## config.mk

```make
export PLATFORM = sky130hd
export DESIGN_NAME = uart_tx_stream_flat
export DESIGN_NICKNAME = d
export VERILOG_FILES = /design/src/rtl/uart_tx_stream_if.sv /design/src/rtl/uart_tx_stream.sv /design/src/flat_wrapper.sv
export SDC_FILE = /design/constraint.sdc
export NUM_CORES = 1
export LEC_CHECK = 0
export CAP_MARGIN = 0
export CORE_AREA = 2 2 173 175
export CTS_CLUSTER_SIZE = 28
export DETAILED_ROUTE_END_ITERATION = 10
export DIE_AREA = 0 0 175 177
export PLACE_DENSITY = 0.46
export SETUP_SLACK_MARGIN = 0.15
export SLEW_MARGIN = 10
export SYNTH_ARGS = -nofsm -noshare
export SYNTH_HDL_FRONTEND = slang
export SYNTH_SLANG_ARGS = --single-unit
```

## constraint.sdc

```tcl
create_clock -name clk -period 5.1 [get_ports clk]
set_input_delay 0.765 -clock clk [delete_from_list [all_inputs] [get_ports clk]]
set_output_delay 0.765 -clock clk [all_outputs]
set_load 0.005 [all_outputs]
```

## src/rtl/uart_tx_stream_if.sv

```systemverilog
// rtl/uart_tx_stream_if.sv - word stream into the UART transmitter
interface uart_tx_stream_if #(
  parameter int DATA_WIDTH = 8
);
  logic [DATA_WIDTH-1:0] s_data;
  logic                  s_valid;
  logic                  s_ready;

  modport master (output s_data, output s_valid, input s_ready);
  modport slave  (input s_data, input s_valid, output s_ready);
endinterface

```

## src/rtl/uart_tx_stream.sv

```systemverilog
// rtl/uart_tx_stream.sv - UART transmitter with FIFO, run-time frame format and break
module uart_tx_stream #(
  parameter int DATA_WIDTH      = 8,
  parameter int FIFO_DEPTH_LOG2 = 4,
  parameter int DIV_WIDTH       = 16
) (
  input  logic                     clk,
  input  logic                     rst,
  uart_tx_stream_if.slave          s,
  input  logic [3:0]               cfg_data_bits,
  input  logic                     cfg_parity_en,
  input  logic [1:0]               cfg_parity_mode,
  input  logic                     cfg_stop_bits,
  input  logic [DIV_WIDTH-1:0]     cfg_divisor,
  input  logic                     cfg_break,
  input  logic                     flush,
  output logic                     tx,
  output logic                     busy,
  output logic                     done,
  output logic [FIFO_DEPTH_LOG2:0] fifo_count,
  output logic                     fifo_empty,
  output logic                     fifo_full
);

  localparam int DEPTH = 1 << FIFO_DEPTH_LOG2;
  localparam logic [FIFO_DEPTH_LOG2:0] CNT_ONE = (FIFO_DEPTH_LOG2+1)'(1);
  localparam logic [FIFO_DEPTH_LOG2-1:0] PTR_ONE = FIFO_DEPTH_LOG2'(1);
  localparam logic [DIV_WIDTH-1:0] DIV_ONE = DIV_WIDTH'(1);

  typedef enum logic [2:0] {IDLE, START, DATA, PARITY, STOP, BREAK, BRK_STOP} state_t;

  logic [DATA_WIDTH-1:0]      mem [DEPTH];
  logic [FIFO_DEPTH_LOG2-1:0] wr_ptr, rd_ptr;
  logic                       push, pop;

  state_t                     state;
  logic [DIV_WIDTH-1:0]       baud_cnt, div_q;
  logic [3:0]                 bit_cnt, nbits_q, nbits_c;
  logic [DATA_WIDTH-1:0]      shift, head_masked;
  logic                       par_en_q, par_q, par_c, stop2_q, stop_cnt, brk_min;
  logic                       bit_end, stop_last, decide;

  // Count MSB is set only at exactly DEPTH words, so it doubles as the full flag.
  assign fifo_empty = (fifo_count == '0);
  assign fifo_full  = fifo_count[FIFO_DEPTH_LOG2];
  assign s.s_ready  = ~fifo_full & ~flush;
  assign push       = s.s_valid & s.s_ready;

  assign bit_end   = (baud_cnt == div_q);
  assign stop_last = bit_end & (stop_cnt == stop2_q);
  // A new frame or break may begin from IDLE or straight out of the last stop bit.
  assign decide    = (state == IDLE) | ((state == STOP) & stop_last) |
                     ((state == BRK_STOP) & bit_end & stop_cnt);
  assign pop       = decide & ~cfg_break & ~fifo_empty & ~flush;

  // Clamp the requested width and build the masked head word and its parity bit.
  always_comb begin
    nbits_c = cfg_data_bits;
    if (cfg_data_bits < 4'd5)
      nbits_c = 4'd5;
    else if (cfg_data_bits > 4'(DATA_WIDTH))
      nbits_c = 4'(DATA_WIDTH);
    head_masked = '0;
    for (int i = 0; i < DATA_WIDTH; i++)
      head_masked[i] = (i < int'(nbits_c)) ? mem[rd_ptr][i] : 1'b0;
    par_c = cfg_parity_mode[1] ? (^head_masked ^ cfg_parity_mode[0]) : cfg_parity_mode[0];
  end

  // FIFO storage write; pointers guard what is valid, so no reset is needed here.
  always_ff @(posedge clk) begin
    if (push)
      mem[wr_ptr] <= s.s_data;
  end

  // FIFO pointers and occupancy; flush wins over a pop in the same cycle.
  always_ff @(posedge clk) begin
    if (rst || flush) begin
      wr_ptr     <= '0;
      rd_ptr     <= '0;
      fifo_count <= '0;
    end else begin
      if (push)
        wr_ptr <= wr_ptr + PTR_ONE;
      if (pop)
        rd_ptr <= rd_ptr + PTR_ONE;
      if (push && !pop)
        fifo_count <= fifo_count + CNT_ONE;
      else if (pop && !push)
        fifo_count <= fifo_count - CNT_ONE;
    end
  end

  // Frame FSM; line outputs are registered from the current state, one cycle behind it.
  always_ff @(posedge clk) begin
    if (rst) begin
      state    <= IDLE;
      baud_cnt <= '0;
      div_q    <= '0;
      bit_cnt  <= '0;
      nbits_q  <= 4'd5;
      shift    <= '0;
      par_en_q <= 1'b0;
      par_q    <= 1'b0;
      stop2_q  <= 1'b0;
      stop_cnt <= 1'b0;
      brk_min  <= 1'b0;
      tx       <= 1'b1;
      busy     <= 1'b0;
      done     <= 1'b0;
    end else begin
      busy     <= (state != IDLE);
      done     <= (state == STOP) & stop_last;
      baud_cnt <= bit_end ? '0 : baud_cnt + DIV_ONE;
      case (state)
        START:   tx <= 1'b0;
        DATA:    tx <= shift[0];
        PARITY:  tx <= par_q;
        BREAK:   tx <= 1'b0;
        default: tx <= 1'b1;
      endcase

      case (state)
        IDLE: baud_cnt <= '0;
        START: begin
          bit_cnt <= '0;
          if (bit_end)
            state <= DATA;
        end
        DATA: begin
          if (bit_end) begin
            shift <= shift >> 1;
            if (bit_cnt == nbits_q - 4'd1) begin
              state    <= par_en_q ? PARITY : STOP;
              stop_cnt <= 1'b0;
            end else begin
              bit_cnt <= bit_cnt + 4'd1;
            end
          end
        end
        PARITY: begin
          if (bit_end) begin
            state    <= STOP;
            stop_cnt <= 1'b0;
          end
        end
        STOP: begin
          if (bit_end && !stop_last)
            stop_cnt <= 1'b1;
        end
        BREAK: begin
          if (bit_end)
            brk_min <= 1'b1;
          if (!cfg_break && (brk_min || bit_end)) begin
            state    <= BRK_STOP;
            baud_cnt <= '0;
            stop_cnt <= 1'b0;
          end
        end
        BRK_STOP: begin
          if (bit_end && !stop_cnt)
            stop_cnt <= 1'b1;
        end
        default: state <= IDLE;
      endcase

      if (decide) begin
        baud_cnt <= '0;
        stop_cnt <= 1'b0;
        if (cfg_break) begin
          state   <= BREAK;
          div_q   <= cfg_divisor;
          brk_min <= 1'b0;
        end else if (pop) begin
          state    <= START;
          div_q    <= cfg_divisor;
          shift    <= head_masked;
          nbits_q  <= nbits_c;
          par_en_q <= cfg_parity_en;
          par_q    <= par_c;
          stop2_q  <= cfg_stop_bits;
        end else begin
          state <= IDLE;
        end
      end
    end
  end

endmodule

```

## src/flat_wrapper.sv

```systemverilog
// flat-port wrapper written by rule: the top's interface ports become plain ports
module uart_tx_stream_flat 
#(
  parameter int DATA_WIDTH      = 8,
  parameter int FIFO_DEPTH_LOG2 = 4,
  parameter int DIV_WIDTH       = 16
)
  (clk, rst, cfg_data_bits, cfg_parity_en, cfg_parity_mode, cfg_stop_bits, cfg_divisor, cfg_break, flush, tx, busy, done, fifo_count, fifo_empty, fifo_full, s_s_data, s_s_valid, s_s_ready);
  uart_tx_stream_if #(.DATA_WIDTH(DATA_WIDTH)) s_i ();
  input  logic clk;
  input  logic rst;
  input  logic [3:0] cfg_data_bits;
  input  logic cfg_parity_en;
  input  logic [1:0] cfg_parity_mode;
  input  logic cfg_stop_bits;
  input  logic [DIV_WIDTH-1:0] cfg_divisor;
  input  logic cfg_break;
  input  logic flush;
  output logic tx;
  output logic busy;
  output logic done;
  output logic [FIFO_DEPTH_LOG2:0] fifo_count;
  output logic fifo_empty;
  output logic fifo_full;
  input wire logic [$bits(s_i.s_data)-1:0] s_s_data;
  input wire logic [$bits(s_i.s_valid)-1:0] s_s_valid;
  output wire logic [$bits(s_i.s_ready)-1:0] s_s_ready;
  assign s_i.s_data = s_s_data;
  assign s_i.s_valid = s_s_valid;
  assign s_s_ready = s_i.s_ready;
  uart_tx_stream #(.DATA_WIDTH(DATA_WIDTH), .FIFO_DEPTH_LOG2(FIFO_DEPTH_LOG2), .DIV_WIDTH(DIV_WIDTH)) u_core (.clk(clk), .rst(rst), .s(s_i), .cfg_data_bits(cfg_data_bits), .cfg_parity_en(cfg_parity_en), .cfg_parity_mode(cfg_parity_mode), .cfg_stop_bits(cfg_stop_bits), .cfg_divisor(cfg_divisor), .cfg_break(cfg_break), .flush(flush), .tx(tx), .busy(busy), .done(done), .fifo_count(fifo_count), .fifo_empty(fifo_empty), .fifo_full(fifo_full));
endmodule
```

==> results of run 1 <==
[registers in the layout (all words and copies together), names as in the netlist, 3 cells and up, named ones only]
name,flops
u_core.bit_cnt,4
u_core.wr_ptr,4
u_core.baud_cnt,16
u_core.mem,128
u_core.shift,8
u_core.nbits_q,4
u_core.rd_ptr,4
u_core.div_q,16
u_core.state,3
u_core.fifo_count,5
[synthesized netlist by cell type, types with 12 or more instances]
cell	n
edfxtp_1	128
ha_1	12
dfxtp_1	76
nand3_1	12
mux2i_1	34
a21oi_1	18
mux4_2	31
xnor2_1	33
inv_1	12
clkbuf_1	20
xor2_1	17
nor2_1	93
nand2_1	37
[worst paths after layout]
kind,cells after the start,slack (ns),endpoint,startpoint
min,2,0.47,u_core.nbits_q[3]$_SDFFE_PP0P_,u_core.nbits_q[3]$_SDFFE_PP0P_
max,9,1.49,u_core.par_q$_SDFFE_PP0P_,register
max reg2reg,9,1.49,u_core.par_q$_SDFFE_PP0P_,register
min reg2reg,2,0.47,u_core.nbits_q[3]$_SDFFE_PP0P_,u_core.nbits_q[3]$_SDFFE_PP0P_
[power groups by stage]
stage / combinational (mW) / sequential (mW) / clock [mW]
after CTS: 0.527 / 1.89 / 2.04
final: 0.520 / 1.89 / 1.99
after floorplan: 0.386 / 1.88 / 0
after global routing: 0.579 / 1.90 / 2.10
after global placement: 0.518 / 1.92 / 0
after detailed placement: 0.523 / 1.92 / 0
[routing by layer]
metal	global-route usage, %	vias to the layer above	share of wire (%)
met3	2.68	29	5.0
met2	21.8	112	48
met5	0	-	0
met4	2.71	0	1.7
li1	-	2438	-
met1	16.7	2495	45
[critical path, stage by stage (launching register included)]
cell	delay, ns
dfxtp_2	0.82
buf_4	0.38
mux4_2	0.56
nand2_1	0.09
a21oi_1	0.07
o21ai_0	0.31
mux2i_1	0.25
xnor3_1	0.45
or3_1	0.32
a311oi_1	0.24
[metrics by stage]
stage               cell area, µm²  cells  total power [mW]
floorplan                     8590    639              2.27
global placement              9460   1051              2.44
detailed placement            9460   1051              2.45
CTS                          10400   1095              4.46
global route                 10400   1095              4.58
finish                       10400   1095              4.40
[kinds of logic after synthesis]
family,count (synthesis),share of synthesized area (%)
adders and majority gates,13,1.98
AOI/OAI and AO/OA,66,4.98
muxes,67,12.4
buffers and inverters,46,2.48
and+or+nand+nor,190,9.82
DFF,204,62.5
xor gates and xnor gates,53,5.89
[final cells by class]
cell class / count / area share (%)
clock buffers: 32 / 6.77
well taps: 390 / 4.69
clock inverters: 12 / 2.29
flip-flops and latches: 204 / 51.6
multi-input cells: 389 / 29.2
inverters: 15 / 0.541
repair buffers: 53 / 4.96
==> impl_metrics.yaml, run 1 <==
pwr:
  clkPwrFrac_pct: 45.3
  powerDensity_nw_per_um2: 423
  switching_share_pct: 23.1
  power.combinational.fraction_pct: 11.8
  leakage_power_figure_nw: 3.50
  switchingPower_mw: 1.02
  p_int_mw: 3.38
  seqPwrFrac_pct: 42.9
  worst_ir_drop_vdd_mv: 0.256
yosys:
  mappedNetlistArea_um2: 8590
  fraction_of_synthesis_flops_using_an_asynchronous_set_or_reset_pin_pct: 0
  synth-main-ff-cell: "edfxtp_1"
  yosysTopAreaCell: "edfxtp_1"
  synth.net_count: 689
  synth-edff-count: 128
  synthDistinctLibCells: 51
  synthDominantCellAreaShare_pct: 44.8
  synth.yosys.seq_area_share_pct: 62.5
  synth_area_per_cell_um2: 13.4
  synthesis.yosys.warnings: 0
  postSynthCellCount: 639
  ys_ff_latch: 204
  synth_area_leaders: "edfxtp_1 45%, dfxtp_1 18%, mux4_2 8.1%"
clock_tree:
  cts_root_buf: "clkbuf_16"
  tritoncts_num_sinks: 204
  cts-buffers-inserted: 24
  cts_resized: 0
  postCtsSetupRepairBufs: 0
  maximum_count_of_clock_buffers_along_a_single_path: 3
  h-tree-depth: 1
  clk-insertion-delay-late_ns: 0.51
  hold_bufs_inserted_after_cts: 0
  clk_pin_slew_ns: 0.06
  tritoncts_clock_tree: "built"
sta:
  slew_headroom_pct: 19.9
  worst_slack_ns: 1.49
  setup_violations: 0
  rsz0062_at_grt: "false"
  hold_slack_ns: 0.468
  clock_skew_ns: 0.0128
  period_needed_ns: 3.61
  max_clock_freq_mhz: 277
  timing_hold_violations_final: 0
  aggregate_negative_setup_slack_ns: 0
  timing.final.crit_share_pct: 70.7
  final-max-slew-violation-count: 0
  max_slew.worst_pin.slew_ns: 1.20
global_route:
  grt_pass1_vias: 5285
  grt_start_max_net_pins: 26
  grt_first_pass_wirelength_um: 30400
  overflow: 0
  groute.usage.overall_pct: 12.7
  initial_antenna_violation_count: 0
detailed_routing:
  wl_per_cell_um: 17.8
  routed-via-count: 5074
  drt_first_iter_violations: 270
  drt-vias-per-instance: 4.63
  detail_route.drc_violations: 0
  finalWirelength_um: 19500
  detail_route.first_pass.iterations: 5
  antenna_left: 0
floorplan:
  die_w_um: 175
  starting_density_of_the_core_pct: 29.4
  floorplan.rows: 63
  die_h_um: 177
  die_area_um2: 31000
  design.portCount: 48
  design.core.area_um2: 29200
worst_setup_path:
  crit_path_end_kind: "register"
  worstSetupStartpointType: "register"
  worstPathArrival_ns: 4.02
  cp.required_ns: 5.51
  worstSetupPathType: "reg -> reg"
  worst-path-max-fanout: 22
worst_hold_path:
  timing.hold.worst.class: "reg -> reg"
cells_and_area:
  area_delta_synth_final_pct: 21.2
  drive_gt1_share_pct: 12.5
  multi_input_comb_area_um2: 3030
  final_core_utilization_pct: 35.6
  mostFrequentLayoutCells: "128 x edfxtp_1, 93 x nor2_1, 75 x dfxtp_1, 47 x clkdlybuf4s50_1, 37 x nand2_1"
  nNetsFinal: 737
  mostFrequentLayoutCell: "edfxtp_1"
  layout.filler_cells: 2803
  final-seq-area_um2: 5370
  antenna-diode-count: 0
place:
  preCtsSetupSlack_ns: 1.32
  post-dp-hpwl_um: 12700
  port-buffer-count: 47
  gpl.final_weighted_congestion: 0.773
run_status:
  run_status: "completed"
job:
  max_cap_violations: 0
Power figures use the tool's default switching activity.
==> run 2: changes to the inputs <==
--- a/config.mk
+++ b/config.mk
@@ -10,7 +10,7 @@
 export CTS_CLUSTER_SIZE = 28
 export DETAILED_ROUTE_END_ITERATION = 10
 export DIE_AREA = 0 0 175 177
-export PLACE_DENSITY = 0.46
+export PLACE_DENSITY = 0.48
 export SETUP_SLACK_MARGIN = 0.15
 export SLEW_MARGIN = 10
 export SYNTH_ARGS = -nofsm -noshare
==> constraint.sdc (replaced) <==
create_clock -name clk -period 3.2 [get_ports clk]
set_input_delay 0.48 -clock clk [delete_from_list [all_inputs] [get_ports clk]]
set_output_delay 0.48 -clock clk [all_outputs]
set_load 0.005 [all_outputs]
==> run 2 against run 1 <==
Effect of this change: register-to-register slack lost 1.3 ns; fmax up 22%; routed wire length grew 2.8%; clock power rose by 25%; via count grew 4.7%; global-route usage up 0.074 points; sequential power rose by 57%; final cell count grew 4.5%; hold slack improved by 0.0023 ns; critical endpoint unchanged.
==> impl_metrics.yaml, run 2 (synthesis results as in run 1) <==
worst_hold_path:
  timing.hold.worst.class: "reg -> reg"
  min_path_cells: 2
  holdPathEnd: "u_core.nbits_q[1]$_SDFFE_PP0P_"
  holdCritStartpoint: "u_core.nbits_q[1]$_SDFFE_PP0P_"
sta:
  period_needed_ns: 2.96
  max_slew.worst_pin.slew_ns: 0.582
  timing_hold_violations_final: 0
  hold_slack_ns: 0.471
  clock_skew_ns: 0.0137
  rsz0062_at_grt: "false"
  final-max-slew-violation-count: 0
  slew_headroom_pct: 61.1
  max_clock_freq_mhz: 338
  timing.final.crit_share_pct: 92.6
  setup_violations: 0
worst_setup_path:
  cp.required_ns: 3.61
  critical_path_buf_inv_count: 3
  critical-path-max-stage-delay_ns: 0.54
  regToRegEndpoint: "u_core.par_q$_SDFFE_PP0P_"
  crit_path_cell_trace: "buf_4 > buf_12 > buf_12 > mux4_2 > mux4_2 > xnor2_2 > xnor3_1 > or3_1 > a311oi_1"
  worstSetupStartpointType: "register"
  worst-path-max-fanout: 12
  crit_path_end_kind: "register"
  reg2reg_slack_ns: 0.24
  worst_r2r_path_depth: 9
  delay_heaviest_family_cp: "multiplexers"
  worstPathArrival_ns: 3.37
  timing.critical_path.slowest_stage_cell: "mux4_2"
  worstSetupPathType: "reg -> reg"
clock_tree:
  clk-insertion-delay-late_ns: 0.50
  tritoncts_clock_tree: "built"
  hold_bufs_inserted_after_cts: 0
  cts_root_buf: "clkbuf_16"
  h-tree-depth: 1
  cts-buffers-inserted: 23
  maximum_count_of_clock_buffers_along_a_single_path: 3
  clk_pin_slew_ns: 0.06
  tritoncts_num_sinks: 204
cells_and_area:
  drive_gt1_share_pct: 20.6
  area_delta_synth_final_pct: 25.1
  largest_register: "u_core.mem"
  number_of_flip_flops_under_the_largest_register_name: 128
  mostFrequentLayoutCells: "128 x edfxtp_1, 91 x nor2_1, 65 x dfxtp_1, 51 x buf_4, 47 x clkdlybuf4s50_1"
  post-route-cell-area_um2: 10700
  mostFrequentLayoutCell: "edfxtp_1"
  antenna-diode-count: 0
  biggestRegsByFlops: "u_core.mem: 128 flops, u_core.baud_cnt: 16 flops, u_core.div_q: 16 flops"
  nNetsFinal: 788
floorplan:
  die_h_um: 177
  design.portCount: 48
  design.core.area_um2: 29200
  die_w_um: 175
  die_area_um2: 31000
  starting_density_of_the_core_pct: 29.4
  floorplan.rows: 63
detailed_routing:
  antenna_left: 0
  topRoutingLayerUsed: "met4"
  wl_per_cell_um: 17.5
  met3WireLength_um: 854
  drt_first_iter_violations: 411
  detail_route.drc_violations: 0
  routed_met2_length_um: 10200
  finalWirelength_um: 20000
  routedLengthMet1_um: 8660
  routed-via-count: 5310
  drt-vias-per-instance: 4.64
  detail_route.first_pass.iterations: 6
run_status:
  run_status: "completed"
pwr:
  worst_ir_drop_vdd_mv: 0.263
  total_power_mw: 6.46
  leakage_power_figure_nw: 3.69
  powerDensity_nw_per_um2: 601
place:
  post-dp-hpwl_um: 13000
  gpl.final_weighted_congestion: 0.809
  total_placed_instance_area_um2: 9760
  port-buffer-count: 47
global_route:
  grt_pass1_vias: 5529
  initial_antenna_violation_count: 0
  grt_first_pass_wirelength_um: 30900
  groute.usage.overall_pct: 12.8
  grt_start_max_net_pins: 37
  overflow: 0
job:
  max_cap_violations: 0
==> run 2: tightest hold or removal path: cells and delay by family, from the launching register on <==
family / cells / cell delay, ns
flip-flops: 1 / 0.32
AO/OA/AOI/OAI: 1 / 0.05
AND/OR/NAND/NOR: 1 / 0.06
==> run 2: final cells by class <==
cell class / count / area [µm²]
Fill cell: 2793 / 18500
Sequential cell: 204 / 5380
Inverter: 15 / 56.3
Clock buffer: 27 / 591
Clock inverter: 14 / 118
Multi-Input combinational cell: 389 / 3120
Tap cell: 390 / 488
Timing Repair Buffer: 105 / 990
==> run 2: report_power, final <==
| part | internal [mW] | switching [mW] | leakage (nW) |
|---|---|---|---|
| clock | 1.48 | 1.02 | 0.345 |
| combinational | 0.466 | 0.528 | 1.57 |
| sequential | 2.90 | 0.0770 | 1.78 |
| total | 4.84 | 1.62 | 3.69 |
==> run 2: metal layers <==
metal  vias to the layer above  global-route usage, %
met4                         0                   3.23
li1                       2538                      -
met5                         -                      0
met2                       111                   23.3
met3                        27                   2.15
met1                      2634                   15.8
==> run 2: per-stage QoR <==
stage                     util [%]  setup WS (ns)   TNS [ns]  cells
final                         36.7          0.237          0   1144
after global routing          36.7          0.135          0   1144
after CTS                     35.8         0.0538          0   1126
after detailed placement      33.4      -0.000858  -0.000858   1085
after global placement        33.4         0.0338          0   1085
after floorplan                  -          0.181          0    639
==> run 2: how the worst max path moves through the flow <==
stage	to	slack [ns]	depth (start not counted)
final	u_core.par_q$_SDFFE_PP0P_	0.24	9
after global routing	u_core.par_q$_SDFFE_PP0P_	0.14	11
after CTS	u_core.fifo_count[4]$_SDFFE_PP0P_	0.05	14
after detailed placement	u_core.par_q$_SDFFE_PP0P_	-0.0009	8
after global placement	u_core.par_q$_SDFFE_PP0P_	0.03	8
after floorplan	u_core.fifo_count[4]$_SDFFE_PP0P_	0.18	15
==> run 2: what timing repair did <==
action                     4_1_cts  5_1_grt
resized for setup                2       30
gates cloned                     0        1
pin swaps                        0       11
setup endpoints to repair        3        3
setup buffers                    0       17
